File: config.mk
export PLATFORM = sky130hd
export DESIGN_NAME = mem_arbiter_flat
export DESIGN_NICKNAME = d
export VERILOG_FILES = /design/src/rtl/mem_arb_pkg.sv /design/src/rtl/mem_arbiter_if.sv /design/src/rtl/arb_timer.sv /design/src/rtl/mem_arbiter.sv /design/src/flat_wrapper.sv
export SDC_FILE = /design/constraint.sdc
export NUM_CORES = 1
export LEC_CHECK = 0
export BUFFER_PORTS_ARGS = -buffer_cell sky130_fd_sc_hd__buf_2
export CAP_MARGIN = 20
export CORE_ASPECT_RATIO = 0.5
export CORE_MARGIN = 2
export CORE_UTILIZATION = 51
export CTS_BUF_LIST = sky130_fd_sc_hd__clkbuf_16
export DETAILED_ROUTE_END_ITERATION = 6
export GPL_ROUTABILITY_DRIVEN = 0
export GPL_TIMING_DRIVEN = 0
export PLACE_DENSITY = 0.85
export SYNTH_ARGS = -nofsm -noshare
export SYNTH_HDL_FRONTEND = slang
export SYNTH_HIERARCHICAL = 1
export SYNTH_SLANG_ARGS = --single-unit
File: constraint.sdc
create_clock -name clk -period 4.8 [get_ports clk]
set_input_delay 0.24 -clock clk [delete_from_list [all_inputs] [get_ports clk]]
set_output_delay 0.24 -clock clk [all_outputs]
set_load 0.05 [all_outputs]
File: src/rtl/mem_arb_pkg.sv
// mem_arbiter shared types and default widths.
// Imported by the interface, the timer and the arbiter top.
package mem_arb_pkg;

  localparam int DEF_ADDR_W       = 32;
  localparam int DEF_DATA_W       = 32;
  localparam int DEF_WAIT_LIMIT   = 15;
  localparam int DEF_STARVE_LIMIT = 4;

  typedef enum logic [1:0] {
    IDLE,
    ACCESS,
    DONE
  } state_t;

  typedef enum logic {
    OWN_IF,
    OWN_D
  } owner_t;

endpackage

File: src/rtl/mem_arbiter_if.sv
// Fetch/data requester ports plus the shared memory port.
// slave = arbiter view, master = requesters and memory.
interface mem_arbiter_if
  import mem_arb_pkg::*;
#(
  parameter int ADDR_W = DEF_ADDR_W,
  parameter int DATA_W = DEF_DATA_W
);

  logic              if_req;
  logic [ADDR_W-1:0] if_addr;
  logic              if_done;
  logic [DATA_W-1:0] if_rdata;

  logic              d_req;
  logic              d_we;
  logic [ADDR_W-1:0] d_addr;
  logic [DATA_W-1:0] d_wdata;
  logic              d_done;
  logic [DATA_W-1:0] d_rdata;

  logic              err;

  logic              mem_req;
  logic              mem_we;
  logic [ADDR_W-1:0] mem_addr;
  logic [DATA_W-1:0] mem_wdata;
  logic [DATA_W-1:0] mem_rdata;
  logic              mem_ack;

  modport slave (
    input  if_req, if_addr,
    input  d_req, d_we, d_addr, d_wdata,
    input  mem_rdata, mem_ack,
    output if_done, if_rdata,
    output d_done, d_rdata, err,
    output mem_req, mem_we,
    output mem_addr, mem_wdata
  );

  modport master (
    output if_req, if_addr,
    output d_req, d_we, d_addr, d_wdata,
    output mem_rdata, mem_ack,
    input  if_done, if_rdata,
    input  d_done, d_rdata, err,
    input  mem_req, mem_we,
    input  mem_addr, mem_wdata
  );

endinterface

File: src/rtl/arb_timer.sv
// Wait-state counter for one memory access.
// expired fires in the LIMIT-th enabled cycle.
module arb_timer #(
  parameter int LIMIT = 15
) (
  input  logic clk,
  input  logic rst_n,
  input  logic clr,
  input  logic en,
  output logic expired
);

  localparam int CW = $clog2(LIMIT + 1);
  localparam logic [CW-1:0] LAST = CW'(LIMIT - 1);

  logic [CW-1:0] cnt_q;

  assign expired = en && (cnt_q == LAST);

  always_ff @(posedge clk or negedge rst_n) begin
    if (!rst_n) begin
      cnt_q <= '0;
    end else if (clr) begin
      cnt_q <= '0;
    end else if (en && !expired) begin
      cnt_q <= cnt_q + CW'(1);
    end
  end

endmodule

File: src/rtl/mem_arbiter.sv
// Shares one memory port between fetch and load/store.
// Data-over-fetch priority with starvation limit and timeout.
module mem_arbiter
  import mem_arb_pkg::*;
#(
  parameter int ADDR_W       = DEF_ADDR_W,
  parameter int DATA_W       = DEF_DATA_W,
  parameter int WAIT_LIMIT   = DEF_WAIT_LIMIT,
  parameter int STARVE_LIMIT = DEF_STARVE_LIMIT
) (
  input logic          clk,
  input logic          rst,
  mem_arbiter_if.slave bus
);

  localparam int SW = $clog2(STARVE_LIMIT + 1);
  localparam logic [SW-1:0] STARVE_MAX = SW'(STARVE_LIMIT);

  state_t state_q;
  state_t state_d;
  owner_t owner_q;

  logic [SW-1:0]     starve_q;
  logic              mem_we_q;
  logic [ADDR_W-1:0] mem_addr_q;
  logic [DATA_W-1:0] mem_wdata_q;
  logic              if_done_q;
  logic              d_done_q;
  logic              err_q;
  logic [DATA_W-1:0] if_rdata_q;
  logic [DATA_W-1:0] d_rdata_q;

  logic              starve_full;
  logic              fetch_wins;
  logic              data_wins;
  logic              grant_if;
  logic              grant_d;
  logic              in_access;
  logic              expired;
  logic              complete;
  logic [DATA_W-1:0] rd;

  assign starve_full = (starve_q == STARVE_MAX);
  assign fetch_wins  = bus.if_req && (!bus.d_req || starve_full);
  assign data_wins   = bus.d_req && !fetch_wins;
  assign in_access   = (state_q == ACCESS);
  assign complete    = in_access && (bus.mem_ack || expired);
  assign rd          = bus.mem_ack ? bus.mem_rdata : '0;

  arb_timer #(
    .LIMIT   (WAIT_LIMIT)
  ) u_timer (
    .clk     (clk),
    .rst_n   (rst),
    .clr     (!in_access),
    .en      (in_access),
    .expired (expired)
  );

  always_comb begin
    grant_if = 1'b0;
    grant_d  = 1'b0;
    if (state_q == IDLE) begin
      unique case (1'b1)
        fetch_wins: grant_if = 1'b1;
        data_wins:  grant_d  = 1'b1;
        default:    ;
      endcase
    end
  end

  always_comb begin
    state_d = state_q;
    unique case (state_q)
      IDLE:    if (grant_if || grant_d) state_d = ACCESS;
      ACCESS:  if (complete) state_d = DONE;
      DONE:    state_d = IDLE;
      default: state_d = IDLE;
    endcase
  end

  always_ff @(posedge clk or negedge rst) begin
    if (!rst) begin
      state_q <= IDLE;
    end else begin
      state_q <= state_d;
    end
  end

  always_ff @(posedge clk or negedge rst) begin
    if (!rst) begin
      starve_q <= '0;
    end else if (grant_if) begin
      starve_q <= '0;
    end else if (grant_d && bus.if_req && !starve_full) begin
      starve_q <= starve_q + SW'(1);
    end
  end

  always_ff @(posedge clk or negedge rst) begin
    if (!rst) begin
      owner_q     <= OWN_IF;
      mem_we_q    <= 1'b0;
      mem_addr_q  <= '0;
      mem_wdata_q <= '0;
    end else if (grant_if) begin
      owner_q     <= OWN_IF;
      mem_we_q    <= 1'b0;
      mem_addr_q  <= bus.if_addr;
      mem_wdata_q <= '0;
    end else if (grant_d) begin
      owner_q     <= OWN_D;
      mem_we_q    <= bus.d_we;
      mem_addr_q  <= bus.d_addr;
      mem_wdata_q <= bus.d_wdata;
    end
  end

  // Completion results land in the DONE cycle; rdata holds afterwards.
  always_ff @(posedge clk or negedge rst) begin
    if (!rst) begin
      if_done_q  <= 1'b0;
      d_done_q   <= 1'b0;
      err_q      <= 1'b0;
      if_rdata_q <= '0;
      d_rdata_q  <= '0;
    end else begin
      if_done_q <= 1'b0;
      d_done_q  <= 1'b0;
      err_q     <= 1'b0;
      if (complete) begin
        err_q <= !bus.mem_ack;
        if (owner_q == OWN_IF) begin
          if_done_q  <= 1'b1;
          if_rdata_q <= rd;
        end else begin
          d_done_q  <= 1'b1;
          d_rdata_q <= mem_we_q ? '0 : rd;
        end
      end
    end
  end

  assign bus.mem_req   = in_access;
  assign bus.mem_we    = mem_we_q;
  assign bus.mem_addr  = mem_addr_q;
  assign bus.mem_wdata = mem_wdata_q;
  assign bus.if_done   = if_done_q;
  assign bus.d_done    = d_done_q;
  assign bus.err       = err_q;
  assign bus.if_rdata  = if_rdata_q;
  assign bus.d_rdata   = d_rdata_q;

endmodule

File: src/flat_wrapper.sv
// flat-port wrapper written by rule: the top's interface ports become plain ports
module mem_arbiter_flat import mem_arb_pkg::*;
#(
  parameter int ADDR_W       = DEF_ADDR_W,
  parameter int DATA_W       = DEF_DATA_W,
  parameter int WAIT_LIMIT   = DEF_WAIT_LIMIT,
  parameter int STARVE_LIMIT = DEF_STARVE_LIMIT
)
  (clk, rst, bus_if_req, bus_if_addr, bus_d_req, bus_d_we, bus_d_addr, bus_d_wdata, bus_mem_rdata, bus_mem_ack, bus_if_done, bus_if_rdata, bus_d_done, bus_d_rdata, bus_err, bus_mem_req, bus_mem_we, bus_mem_addr, bus_mem_wdata);
  mem_arbiter_if #(.ADDR_W(ADDR_W), .DATA_W(DATA_W)) bus_i ();
  input logic clk;
  input logic rst;
  input wire logic [$bits(bus_i.if_req)-1:0] bus_if_req;
  input wire logic [$bits(bus_i.if_addr)-1:0] bus_if_addr;
  input wire logic [$bits(bus_i.d_req)-1:0] bus_d_req;
  input wire logic [$bits(bus_i.d_we)-1:0] bus_d_we;
  input wire logic [$bits(bus_i.d_addr)-1:0] bus_d_addr;
  input wire logic [$bits(bus_i.d_wdata)-1:0] bus_d_wdata;
  input wire logic [$bits(bus_i.mem_rdata)-1:0] bus_mem_rdata;
  input wire logic [$bits(bus_i.mem_ack)-1:0] bus_mem_ack;
  output wire logic [$bits(bus_i.if_done)-1:0] bus_if_done;
  output wire logic [$bits(bus_i.if_rdata)-1:0] bus_if_rdata;
  output wire logic [$bits(bus_i.d_done)-1:0] bus_d_done;
  output wire logic [$bits(bus_i.d_rdata)-1:0] bus_d_rdata;
  output wire logic [$bits(bus_i.err)-1:0] bus_err;
  output wire logic [$bits(bus_i.mem_req)-1:0] bus_mem_req;
  output wire logic [$bits(bus_i.mem_we)-1:0] bus_mem_we;
  output wire logic [$bits(bus_i.mem_addr)-1:0] bus_mem_addr;
  output wire logic [$bits(bus_i.mem_wdata)-1:0] bus_mem_wdata;
  assign bus_i.if_req = bus_if_req;
  assign bus_i.if_addr = bus_if_addr;
  assign bus_i.d_req = bus_d_req;
  assign bus_i.d_we = bus_d_we;
  assign bus_i.d_addr = bus_d_addr;
  assign bus_i.d_wdata = bus_d_wdata;
  assign bus_i.mem_rdata = bus_mem_rdata;
  assign bus_i.mem_ack = bus_mem_ack;
  assign bus_if_done = bus_i.if_done;
  assign bus_if_rdata = bus_i.if_rdata;
  assign bus_d_done = bus_i.d_done;
  assign bus_d_rdata = bus_i.d_rdata;
  assign bus_err = bus_i.err;
  assign bus_mem_req = bus_i.mem_req;
  assign bus_mem_we = bus_i.mem_we;
  assign bus_mem_addr = bus_i.mem_addr;
  assign bus_mem_wdata = bus_i.mem_wdata;
  mem_arbiter #(.ADDR_W(ADDR_W), .DATA_W(DATA_W), .WAIT_LIMIT(WAIT_LIMIT), .STARVE_LIMIT(STARVE_LIMIT)) u_core (.clk(clk), .rst(rst), .bus(bus_i));
endmodule
# After elaboration in Yosys (flattened, before gate mapping)
# Index checks and enable logic that the tools add are counted.
# W data, S select, Z words.
dict set report totals {
  regBits 142
  latch_bits 0
  ramBits 0
  mem_bits_ro 0
  input_bits 134
  word_cells 68
  mem_count 0
}
dict set report classes {
  addsub 2
  multipliers 0
  div 0
  magnitude_cmp 0
  n_eq_ne 6
  shifts 0
  n_mux 26
  n_bitwise 1
  n_reduce_logical 21
}
# op count
set ops {}
lappend ops {{$mux W32} 6}
lappend ops {{$mux W1} 13}
lappend ops {{$mux W4} 2}
lappend ops {{$logic_and A1 B1 Y1} 7}
lappend ops {{$mux W3} 2}
lappend ops {{$ne A2 B2 Y1 const B} 3}
lappend ops {{$reduce_and A2 Y1} 3}
lappend ops {{$logic_not A1 Y1} 5}
lappend ops {{$add A4 B1 Y4 const B} 1}
lappend ops {{$eq A4 B4 Y1 const B} 1}
lappend ops {{$mux W2} 2}
lappend ops {{$pmux W2 S2} 1}
lappend ops {{$reduce_bool A2 Y1} 2}
lappend ops {{$add A3 B1 Y3 const B} 1}
lappend ops {{$eq A3 B3 Y1 const B} 1}
lappend ops {{$logic_or A1 B1 Y1} 3}
lappend ops {{$eq A2 B1 Y1 const B} 1}
lappend ops {{$logic_not A2 Y1} 1}
lappend ops {{$not A1 Y1} 1}

# Logic depth before layout (Yosys ltp)
# Gate-level depths: netlist of run 1.
dict set report depth {
  ltp_word 11
  depth_mapped 9
  mapped_depth_nobuf 6
}

# Modules after synthesis
# The synthesis of run 1 kept the hierarchy.
# module n_inst cells_each area_each_um2 seq_area_each_um2
set by_module_without_submodules {}
lappend by_module_without_submodules {mem_arbiter 1 495 5801.8 3453.3}
lappend by_module_without_submodules {arb_timer 1 24 254.0 100.1}

# Least setup slack after synthesis of run 1
# No wires, ideal clock.
dict set report synth_timing {
  path_type {register -> register}
  startpoint {register u_core.state_q[1]}
  endpoint {register u_core.if_rdata_q[10], in the netlist u_core/bus.if_rdata[10]}
  setup_time_ps 79
  t_arrival_ps 2166
  t_required_ps 4721
  path_slack_ps 2555
  stages_incl_launch_ff 9
  n_path_buf 2
  period_less_slack_ps 2245
  path_cell_list {dfrtp_1 nand2b_1 clkbuf_2 inv_1 and4_1 nor2_1 nor3_2 buf_4 mux2i_1}
}
dict set report synth_between {
  elab_chain_cells 5
}
# element line_no
set synth_rtl {}
lappend synth_rtl {{from (decl)} mem_arbiter.sv:19} ;# state_t state_q;
lappend synth_rtl {{from (signal assigned)} mem_arbiter.sv:86} ;# state_q <= state_d;
lappend synth_rtl {{$eq A2 B1 Y1} mem_arbiter.sv:46} ;# assign in_access = (state_q == ACCESS);
lappend synth_rtl {{via bus_mem_req} flat_wrapper.sv:26} ;# output wire logic [$bits(bus_i.mem_req)-1:0] bus_mem_req;
lappend synth_rtl {{$logic_and A1 B1 Y1} arb_timer.sv:18} ;# assign expired = en && (cnt_q == LAST);
lappend synth_rtl {{via u_core.expired} mem_arbiter.sv:39} ;# logic expired;
lappend synth_rtl {{$logic_or A1 B1 Y1} mem_arbiter.sv:47} ;# assign complete = in_access && (bus.mem_ack || expired);
lappend synth_rtl {{$logic_and A1 B1 Y1} mem_arbiter.sv:47}
lappend synth_rtl {{$reduce_and A2 Y1 (no source line)} n/a}
lappend synth_rtl {{to (signal assigned)} mem_arbiter.sv:135} ;# if_rdata_q <= rd;
lappend synth_rtl {{to (decl)} mem_arbiter.sv:30} ;# logic [DATA_W-1:0] if_rdata_q;
# The timed path passes the listed nets, and every way through them passes these cells.
# A chain may end at the register's enable or synchronous reset.

# Worst setup path in the final report of run 1
dict set report layout_timing {
  startpoint {register u_core.state_q[1]}
  endpoint {register u_core.if_rdata_q[2], in the netlist u_core/bus.if_rdata[2]}
}
dict set report layout_between {
  elab_chain_cells 5
}
# element line_no
set layout_rtl {}
lappend layout_rtl {{$eq A2 B1 Y1} mem_arbiter.sv:46}
lappend layout_rtl {{$logic_and A1 B1 Y1} arb_timer.sv:18}
lappend layout_rtl {{via u_core.expired} mem_arbiter.sv:39}
lappend layout_rtl {{$logic_or A1 B1 Y1} mem_arbiter.sv:47}
lappend layout_rtl {{$logic_and A1 B1 Y1} mem_arbiter.sv:47}
lappend layout_rtl {{$reduce_and A2 Y1 (no source line)} n/a}
# The timed path passes the listed nets, and every way through them passes these cells.

==> results.yml, run 1 <==
setup_path:
  crit_slowest_cell: "nor3_2"
  r2r_slack_ns: 2.35
  crit_required_ns: 5.10
  endpoint: "u_core/bus.if_rdata[2]$_DFFE_PN0P_"
  worstPathCellList: "nand2b_1 -> clkbuf_2 -> inv_1 -> and4_1 -> nor2_1 -> nor3_2 -> buf_4 -> mux2i_1"
  path_max_fanout: 11
  startpoint: "u_core/state_q[1]$_DFFE_PN0P_"
  critical_path_arrival_ns: 2.75
  reg2reg_from: "u_core/state_q[1]$_DFFE_PN0P_"
  path_class: "reg -> reg"
  r2r.worst_path.cells: 8
  cp_slowest_stage_delay_ns: 0.49
  reg2reg_to: "u_core/bus.if_rdata[2]$_DFFE_PN0P_"
  crit_path_end_kind: "flip-flop"
  crit_path_start_kind: "flip-flop"
clock_tree:
  root_buffer: "clkbuf_16"
  clkLatencyLatePin_ns: 0.41
  cts_max_level: 4
  cts_buffer_depth: 2
  post_cts_resized: 0
  cts_tree: "yes"
  cts.sinks: 142
  post_cts_buffers: 0
  numCtsBuffers: 17
  clk_pin_slew_ns: 0.06
sta:
  clock_skew_ns: 0.0104
  slew_viol_final: 0
  whs_ns: 0.0460
  setup_tns_ns: 0
  worst_pin_slew_ns: 0.612
  period_share: 0.510
  relSlewSlack: 0.589
  fin_crit_ns: 2.45
  grt_setup_unrepaired: "false"
  setup_viol: 0
  finalHoldViolations: 0
  max_freq_ghz: 0.408
final_layout:
  layoutNonFillerInstCount: 983
  multi_input_area_um2: 2060
  nets: 943
  antenna_cells: 0
  seqCellArea_um2: 3550
  fill_cells: 912
  layout-drive-gt1-share: 0.419
  area_growth_pct: 35.9
floorplanning:
  start_util: 0.518
  die_area_um2: 12800
  core_um2: 11700
  die_h_um: 81.1
  rows: 28
  io_pins: 267
  die_w_um: 158
yosys:
  synth.area.top_cells: "dfrtp_1 (59%), mux2i_1 (10%), a22o_1 (4.8%)"
  yosys_register_bits: 142
  yosysWarnings: 6
  synth_most_common_cell: "dfrtp_1"
  synth_edf_count: 0
  seq_area_frac_synth: 0.587
  ys_top_cells_by_count: "dfrtp_1 (142), inv_1 (69), nand2_1 (64), mux2i_1 (62), a22o_1 (33)"
  syn_inst: 519
  synthDistinctLibCells: 39
  yosys.area.top_type: "dfrtp_1"
  synthArstFlopShare: 1.00
  syn-mean-instance-area_um2: 11.7
  synth_top_area_frac: 0.587
  synthesis.nets: 657
  syn_area_um2: 6060
  synth-main-ff-cell: "dfrtp_1"
status:
  status: "completed"
placement:
  dp_cells: 950
  io_buffers: 265
  dpl.hpwl_mm: 11.6
routing:
  ant_nets: 0
  drt-initial-drc-count: 304
  drcViolationCount: 0
  routed_wl_mm: 16.3
  dr.pass1.iters: 4
  via_count: 4978
  vias_per_cell: 5.06
  wl_per_cell_um: 16.6
grt:
  grt_max_degree: 83
  grt_pass1_wl_mm: 24.9
  grt.overflow.total: 0
  grt_pass1_vias: 5063
  antenna_found_initial: 0
  grt_use_total: 0.251
power_and_ir_drop:
  p_leak_nw: 4.18
  powerDensity_nw_per_um2: 837
  irDropWorstVdd_v: 0.000404
run:
  maxCapViolCount: 0
hold_path:
  hold_class: "in -> reg"
placed cells by master (no fill, tap or decap), types with 10 or more instances in the layout:
| master | instances |
|---|---|
| a22o_1 | 33 |
| buf_2 | 271 |
| clkbuf_1 | 17 |
| clkbuf_16 | 17 |
| dfrtp_1 | 142 |
| inv_1 | 70 |
| mux2i_1 | 62 |
| nand2_1 | 64 |
| nor3b_1 | 10 |
| o221a_2 | 23 |
| or3_1 | 24 |
routing by layer:
layer | track usage | wire (µm)
met4 | 0.0901 | 307
met5 | 0 | 0
met3 | 0.0448 | 699
met2 | 0.444 | 8280
met1 | 0.316 | 7010
through the flow:
step / cell area (µm²) / worst slack [ns] / util / power [mW]
finish: 8230 / 2.35 / 0.703 / 6.89
global route: 8230 / 2.17 / 0.703 / 7.19
CTS: 8230 / 2.36 / 0.703 / 6.92
detailed placement: 7620 / 2.39 / 0.651 / 5.56
global placement: 7590 / 1.55 / 0.649 / 5.47
floorplan: 6060 / 2.55 / - / 4.66
cell families after synthesis:
family | share of synthesized area
compound gates | 0.120
buf+inv | 0.0729
flops | 0.587
simple gates | 0.101
fa+ha+maj | 0.00826
mux | 0.111
final cells by class:
cell class	instances	area share
repair buffers	267	0.166
plain buffers	35	0.0217
clock inverters	15	0.0208
inverters	70	0.0319
multi-input cells	272	0.250
flip-flops and latches	142	0.432
clock buffers	17	0.0517
well taps	165	0.0251
how the worst min path moves through the flow:
stage                               start                              endpoint  depth (start not counted)
final                     bus_d_wdata[21]  u_core/bus.mem_wdata[21]$_DFFE_PN0P_                          2
after CTS                 bus_d_wdata[21]  u_core/bus.mem_wdata[21]$_DFFE_PN0P_                          2
after global placement    bus_d_wdata[29]  u_core/bus.mem_wdata[29]$_DFFE_PN0P_                          2
after detailed placement              rst   u_core/bus.if_rdata[10]$_DFFE_PN0P_                          1
after floorplan                       rst           u_core/bus.d_done$_DFF_PN0_                          0
after global routing       bus_d_wdata[9]   u_core/bus.mem_wdata[9]$_DFFE_PN0P_                          2
sequential cells by signal, summed over array words and instances, names as in the netlist:
signal / cells
u_core/bus.d_rdata: 32
u_core/bus.if_rdata: 32
u_core/bus.mem_addr: 32
u_core/bus.mem_wdata: 32
u_core/u_timer/cnt_q: 4
u_core/starve_q: 3
u_core/state_q: 2
u_core/bus.d_done: 1
u_core/bus.err: 1
u_core/bus.if_done: 1
u_core/bus.mem_we: 1
u_core/owner_q: 1
report_power, final:
part	switching (mW)	total [mW]	leakage, nW	internal, mW
clock network	0.509	1.32	0.280	0.814
registers	0.296	2.01	1.78	1.72
logic	2.62	3.55	2.12	0.927
total	3.43	6.89	4.18	3.46
repair_timing:
action / CTS / global route
endpoints found under the setup margin: 0 / 0
hold buffers: 1 / 0
hold endpoints to repair: 60 / 0
critical path: cells and delay by family (launching register included):
family / cells / cell delay, ns
and+or+nand+nor: 4 / 0.97
DFF: 1 / 0.40
muxes: 1 / 0.26
buffers and inverters: 3 / 0.73
Power figures use the tool's default switching activity.
==> run 2, diff against run 1 <==
- CORE_UTILIZATION: 51 -> 47
- PLACE_DENSITY: 0.85 -> 0.8
- clock period: 4.8 -> 2.4 ns (I/O delays scaled with it)
==> results.yml, run 2 (same netlist as run 1, synthesis figures left out) <==
sta:
  worst_pin_slew_ns: 0.723
  setup_viol: 0
  slew_viol_final: 0
  relSlewSlack: 0.518
  period_share: 0.937
  finalHoldViolations: 0
  max_freq_ghz: 0.445
  clock_skew_ns: 0.0134
  fin_crit_ns: 2.25
floorplanning:
  die_area_um2: 13900
  start_util: 0.480
  core_um2: 12600
  die_h_um: 84.3
  die_w_um: 165
  rows: 29
  io_pins: 267
final_layout:
  multi_input_area_um2: 2070
  layout-drive-gt1-share: 0.377
  antenna_cells: 0
  layout_common_cells: "buf_2 (271), dfrtp_1 (142), dlygate4sd3_1 (97)"
  layout_commonest_cell: "buf_2"
  design_area_um2: 9170
  fill_cells: 884
  seqCellArea_um2: 3550
  area_growth_pct: 51.5
  nets: 1041
grt:
  grt.overflow.total: 0
  grt_pass1_vias: 5742
  grt_max_degree: 79
  antenna_found_initial: 0
  grt_pass1_wl_mm: 28.2
  grt_use_total: 0.258
hold_path:
  min_from: "bus_d_req"
  hold_class: "in -> reg"
  hold_depth: 3
  holdPathEnd: "u_core/owner_q$_DFFE_PN0P_"
setup_path:
  reg2reg_to: "u_core/bus.d_rdata[29]$_DFFE_PN0P_"
  r2r.worst_path.cells: 9
  r2r_slack_ns: 0.15
  crit_path_start_kind: "flip-flop"
  path_class: "reg -> reg"
  crit_path_end_kind: "flip-flop"
  path_max_fanout: 11
  reg2reg_from: "u_core/state_q[1]$_DFFE_PN0P_"
  crit_required_ns: 2.71
  critical_path_arrival_ns: 2.55
clock_tree:
  clkLatencyLatePin_ns: 0.40
  cts_buffer_depth: 2
  cts.sinks: 142
  root_buffer: "clkbuf_16"
  numCtsBuffers: 17
  cts_tree: "yes"
  clk_pin_slew_ns: 0.06
  cts_max_level: 4
routing:
  drt-initial-drc-count: 402
  ant_nets: 0
  drcViolationCount: 0
  via_count: 5462
  wl_per_cell_um: 16.3
  vias_per_cell: 5.03
  routed_wl_mm: 17.7
  dr.pass1.iters: 5
power_and_ir_drop:
  powerDensity_nw_per_um2: 1500
  total_power_mw: 13.7
  irDropWorstVdd_v: 0.00100
  p_leak_nw: 4.58
run:
  maxCapViolCount: 0
status:
  status: "completed"
placement:
  dpl.hpwl_mm: 11.7
  io_buffers: 265
  place_area_um2: 7630
## run 2: how the worst max path moves through the flow
stage,cells after the start,from,endpoint,slack [ns]
2_1_floorplan,8,u_core/state_q[1]$_DFFE_PN0P_,u_core/bus.if_rdata[10]$_DFFE_PN0P_,0.15
3_3_place_gp,1,rst,u_core/bus.if_done$_DFF_PN0_,-0.75
3_5_place_dp,8,u_core/state_q[1]$_DFFE_PN0P_,u_core/bus.if_rdata[14]$_DFFE_PN0P_,0.02
4_1_cts,9,u_core/state_q[1]$_DFFE_PN0P_,u_core/bus.d_rdata[8]$_DFFE_PN0P_,0.15
5_1_grt,8,u_core/state_q[1]$_DFFE_PN0P_,u_core/bus.if_rdata[30]$_DFFE_PN0P_,-0.006
6_report,9,u_core/state_q[1]$_DFFE_PN0P_,u_core/bus.d_rdata[29]$_DFFE_PN0P_,0.15
## run 2: power breakdown
part / leakage, nW / switching (mW) / internal (mW)
Clock: 0.263 / 1.01 / 1.42
Combinational: 2.54 / 5.29 / 1.97
Sequential: 1.78 / 0.592 / 3.44
## run 2: layout make-up
class | instances | share of cell area
Buffer | 35 | 0.0195
Clock inverter | 15 | 0.0138
Inverter | 70 | 0.0286
Tap cell | 170 | 0.0232
Clock buffer | 17 | 0.0464
Multi-Input combinational cell | 272 | 0.225
Sequential cell | 142 | 0.387
Timing Repair Buffer | 365 | 0.256
## run 2: per-layer routing
metal | routed length (µm) | vias up | global-route usage
li1 | - | 2552 | -
met1 | 7310 | 2647 | 0.322
met2 | 8950 | 207 | 0.440
met3 | 871 | 56 | 0.0459
met4 | 586 | 0 | 0.119
met5 | 0 | - | 0
## run 2: critical path, stage by stage (launching register included)
cell and delay, ns:
dfrtp_1 0.36, nand2b_1 0.11, clkbuf_2 0.23, inv_1 0.16, and4_1 0.25, or2_2 0.29, and3_1 0.18, buf_2 0.17
buf_4 0.21, mux2i_1 0.20
## run 2: through the flow
stage / hold WS, ns / utilization / worst slack (ns) / setup TNS [ns] / cells
6_report: 0.0385 / 0.726 / 0.152 / 0 / 1086
5_1_grt: 0.0604 / 0.726 / -0.00581 / -0.0119 / 1086
4_1_cts: 0.0268 / 0.725 / 0.146 / 0 / 1084
3_5_place_dp: 0.211 / 0.604 / 0.0241 / 0 / 955
3_3_place_gp: 0.336 / 0.601 / -0.754 / -105.41 / 954
2_1_floorplan: -0.176 / - / 0.155 / 0 / 519
## run 2: timing repair
item                       CTS  global route
cloned                       0             0
pin swaps                    0             1
setup buffers                0             2
hold buffers                97             0
setup endpoints to repair    3            22
hold endpoints to repair   202             0
resized for setup            1             0
==> run 3, diff against run 2 <==
- CORE_MARGIN: 2 -> 4
==> results.yml, run 3 (same netlist as run 1, synthesis figures left out) <==
grt:
  grt.overflow.total: 0
  grt_busiest_layer: "met2"
  grt_max_degree: 101
  use_met1: 0.303
  use_met3: 0.0611
  grt_use_met2: 0.458
  grt_pass1_vias: 6053
  grt_use_total: 0.258
  antenna_found_initial: 1
  grt_pass1_wl_mm: 30.4
routing:
  routed_wl_mm: 19.2
  via_count: 5547
  vias_per_cell: 5.15
  drcViolationCount: 0
  dr.pass1.iters: 5
  wl_per_cell_um: 17.9
  ant_nets: 0
  drt-initial-drc-count: 509
floorplanning:
  start_util: 0.497
  io_pins: 267
  die_area_um2: 14900
  die_h_um: 88.3
  core_um2: 12200
  rows: 28
  die_w_um: 169
placement:
  io_buffers: 265
  dp_cells: 950
  dpl.hpwl_mm: 12.5
hold_path:
  hold_class: "in -> reg"
  min_from: "bus_d_addr[15]"
  holdPathEnd: "u_core/bus.mem_addr[15]$_DFFE_PN0P_"
  hold_depth: 2
clock_tree:
  numCtsBuffers: 17
  cts_tree: "yes"
  cts_max_level: 4
  cts.sinks: 142
  clk_pin_slew_ns: 0.06
  clkLatencyLatePin_ns: 0.40
  cts_buffer_depth: 2
  root_buffer: "clkbuf_16"
status:
  status: "completed"
power_and_ir_drop:
  total_power_mw: 13.8
  powerDensity_nw_per_um2: 1510
  p_leak_nw: 4.56
  irDropWorstVdd_v: 0.000976
final_layout:
  area_growth_pct: 50.4
  layout_commonest_cell: "buf_2"
  layout_common_cells: "buf_2 (271), dfrtp_1 (142), dlygate4sd3_1 (92)"
  fill_cells: 828
  layoutNonFillerInstCount: 1077
  layout-drive-gt1-share: 0.377
  nets: 1037
sta:
  clock_skew_ns: 0.00862
  worst_pin_slew_ns: 0.619
  period_share: 0.950
  setup_tns_ns: 0
  max_freq_ghz: 0.439
  setup_viol: 0
  fin_crit_ns: 2.28
  slew_viol_final: 0
  whs_ns: 0.0164
  relSlewSlack: 0.584
  finalHoldViolations: 0
setup_path:
  r2r_slack_ns: 0.12
  crit_path_start_kind: "flip-flop"
  path_class: "reg -> reg"
  path_max_fanout: 11
  crit_required_ns: 2.71
  critical_path_arrival_ns: 2.59
  reg2reg_from: "u_core/state_q[0]$_DFFE_PN0P_"
  r2r.worst_path.cells: 9
  reg2reg_to: "u_core/bus.d_rdata[2]$_DFFE_PN0P_"
  crit_path_end_kind: "flip-flop"
run:
  maxCapViolCount: 0
[run 3: how the worst max path moves through the flow]
stage                                             start                             endpoint  slack, ns  depth (start not counted)
after floorplan           u_core/state_q[1]$_DFFE_PN0P_  u_core/bus.if_rdata[10]$_DFFE_PN0P_       0.15                          8
after global placement                              rst   u_core/bus.d_rdata[20]$_DFFE_PN0P_      -0.78                          1
after detailed placement  u_core/state_q[1]$_DFFE_PN0P_  u_core/bus.if_rdata[29]$_DFFE_PN0P_       0.07                          8
after CTS                 u_core/state_q[1]$_DFFE_PN0P_  u_core/bus.if_rdata[29]$_DFFE_PN0P_       0.06                          8
after global routing      u_core/state_q[0]$_DFFE_PN0P_    u_core/bus.d_rdata[4]$_DFFE_PN0P_      -0.02                          9
final                     u_core/state_q[0]$_DFFE_PN0P_    u_core/bus.d_rdata[2]$_DFFE_PN0P_       0.12                          9
[run 3: power breakdown]
part           total, mW  switching [mW]  leakage [nW]  internal, mW
Sequential          4.06           0.621          1.78          3.44
Combinational       7.34            5.37          2.52          1.97
Clock               2.38           0.983         0.257          1.40
Total               13.8            6.97          4.56          6.81
[run 3: worst max-delay path, cell delays in order (launching register included)]
cell	delay (ns)
dfrtp_1	0.39
nand2b_1	0.07
clkbuf_2	0.24
inv_1	0.16
and4_1	0.25
or2_2	0.30
and3_1	0.19
buf_2	0.18
buf_4	0.21
mux2i_1	0.19
[run 3: layout make-up]
cell class | count | area, µm² | area share
clock buffer | 17 | 425 | 0.0467
sequential | 142 | 3550 | 0.390
clock inverter | 13 | 103 | 0.0113
timing repair buffer | 361 | 2300 | 0.253
multi-input combinational | 272 | 2070 | 0.227
inverter | 70 | 263 | 0.0288
buffer | 35 | 183 | 0.0201
tap | 165 | 206 | 0.0227
antenna | 2 | 5.00 | 0.000549
[run 3: metal layers]
layer / wire, µm / vias up
li1: - / 2534
met1: 7550 / 2710
met2: 9890 / 235
met3: 1060 / 66
met4: 728 / 2
met5: 7 / -
[run 3: stage by stage]
step	utilization	setup slack [ns]	instance area [µm²]
2_1_floorplan	-	0.155	6060
3_3_place_gp	0.622	-0.775	7590
3_5_place_dp	0.625	0.0686	7620
4_1_cts	0.744	0.0610	9070
5_1_grt	0.747	-0.0171	9100
6_report	0.747	0.121	9110
[run 3: what timing repair did]
| action | in CTS | in global routing |
|---|---|---|
| endpoints found under the setup margin | 0 | 29 |
| hold buffers | 92 | 0 |
| gates resized for setup | 0 | 2 |
| buffers inserted | 0 | 3 |
| endpoints found under the hold margin | 162 | 0 |
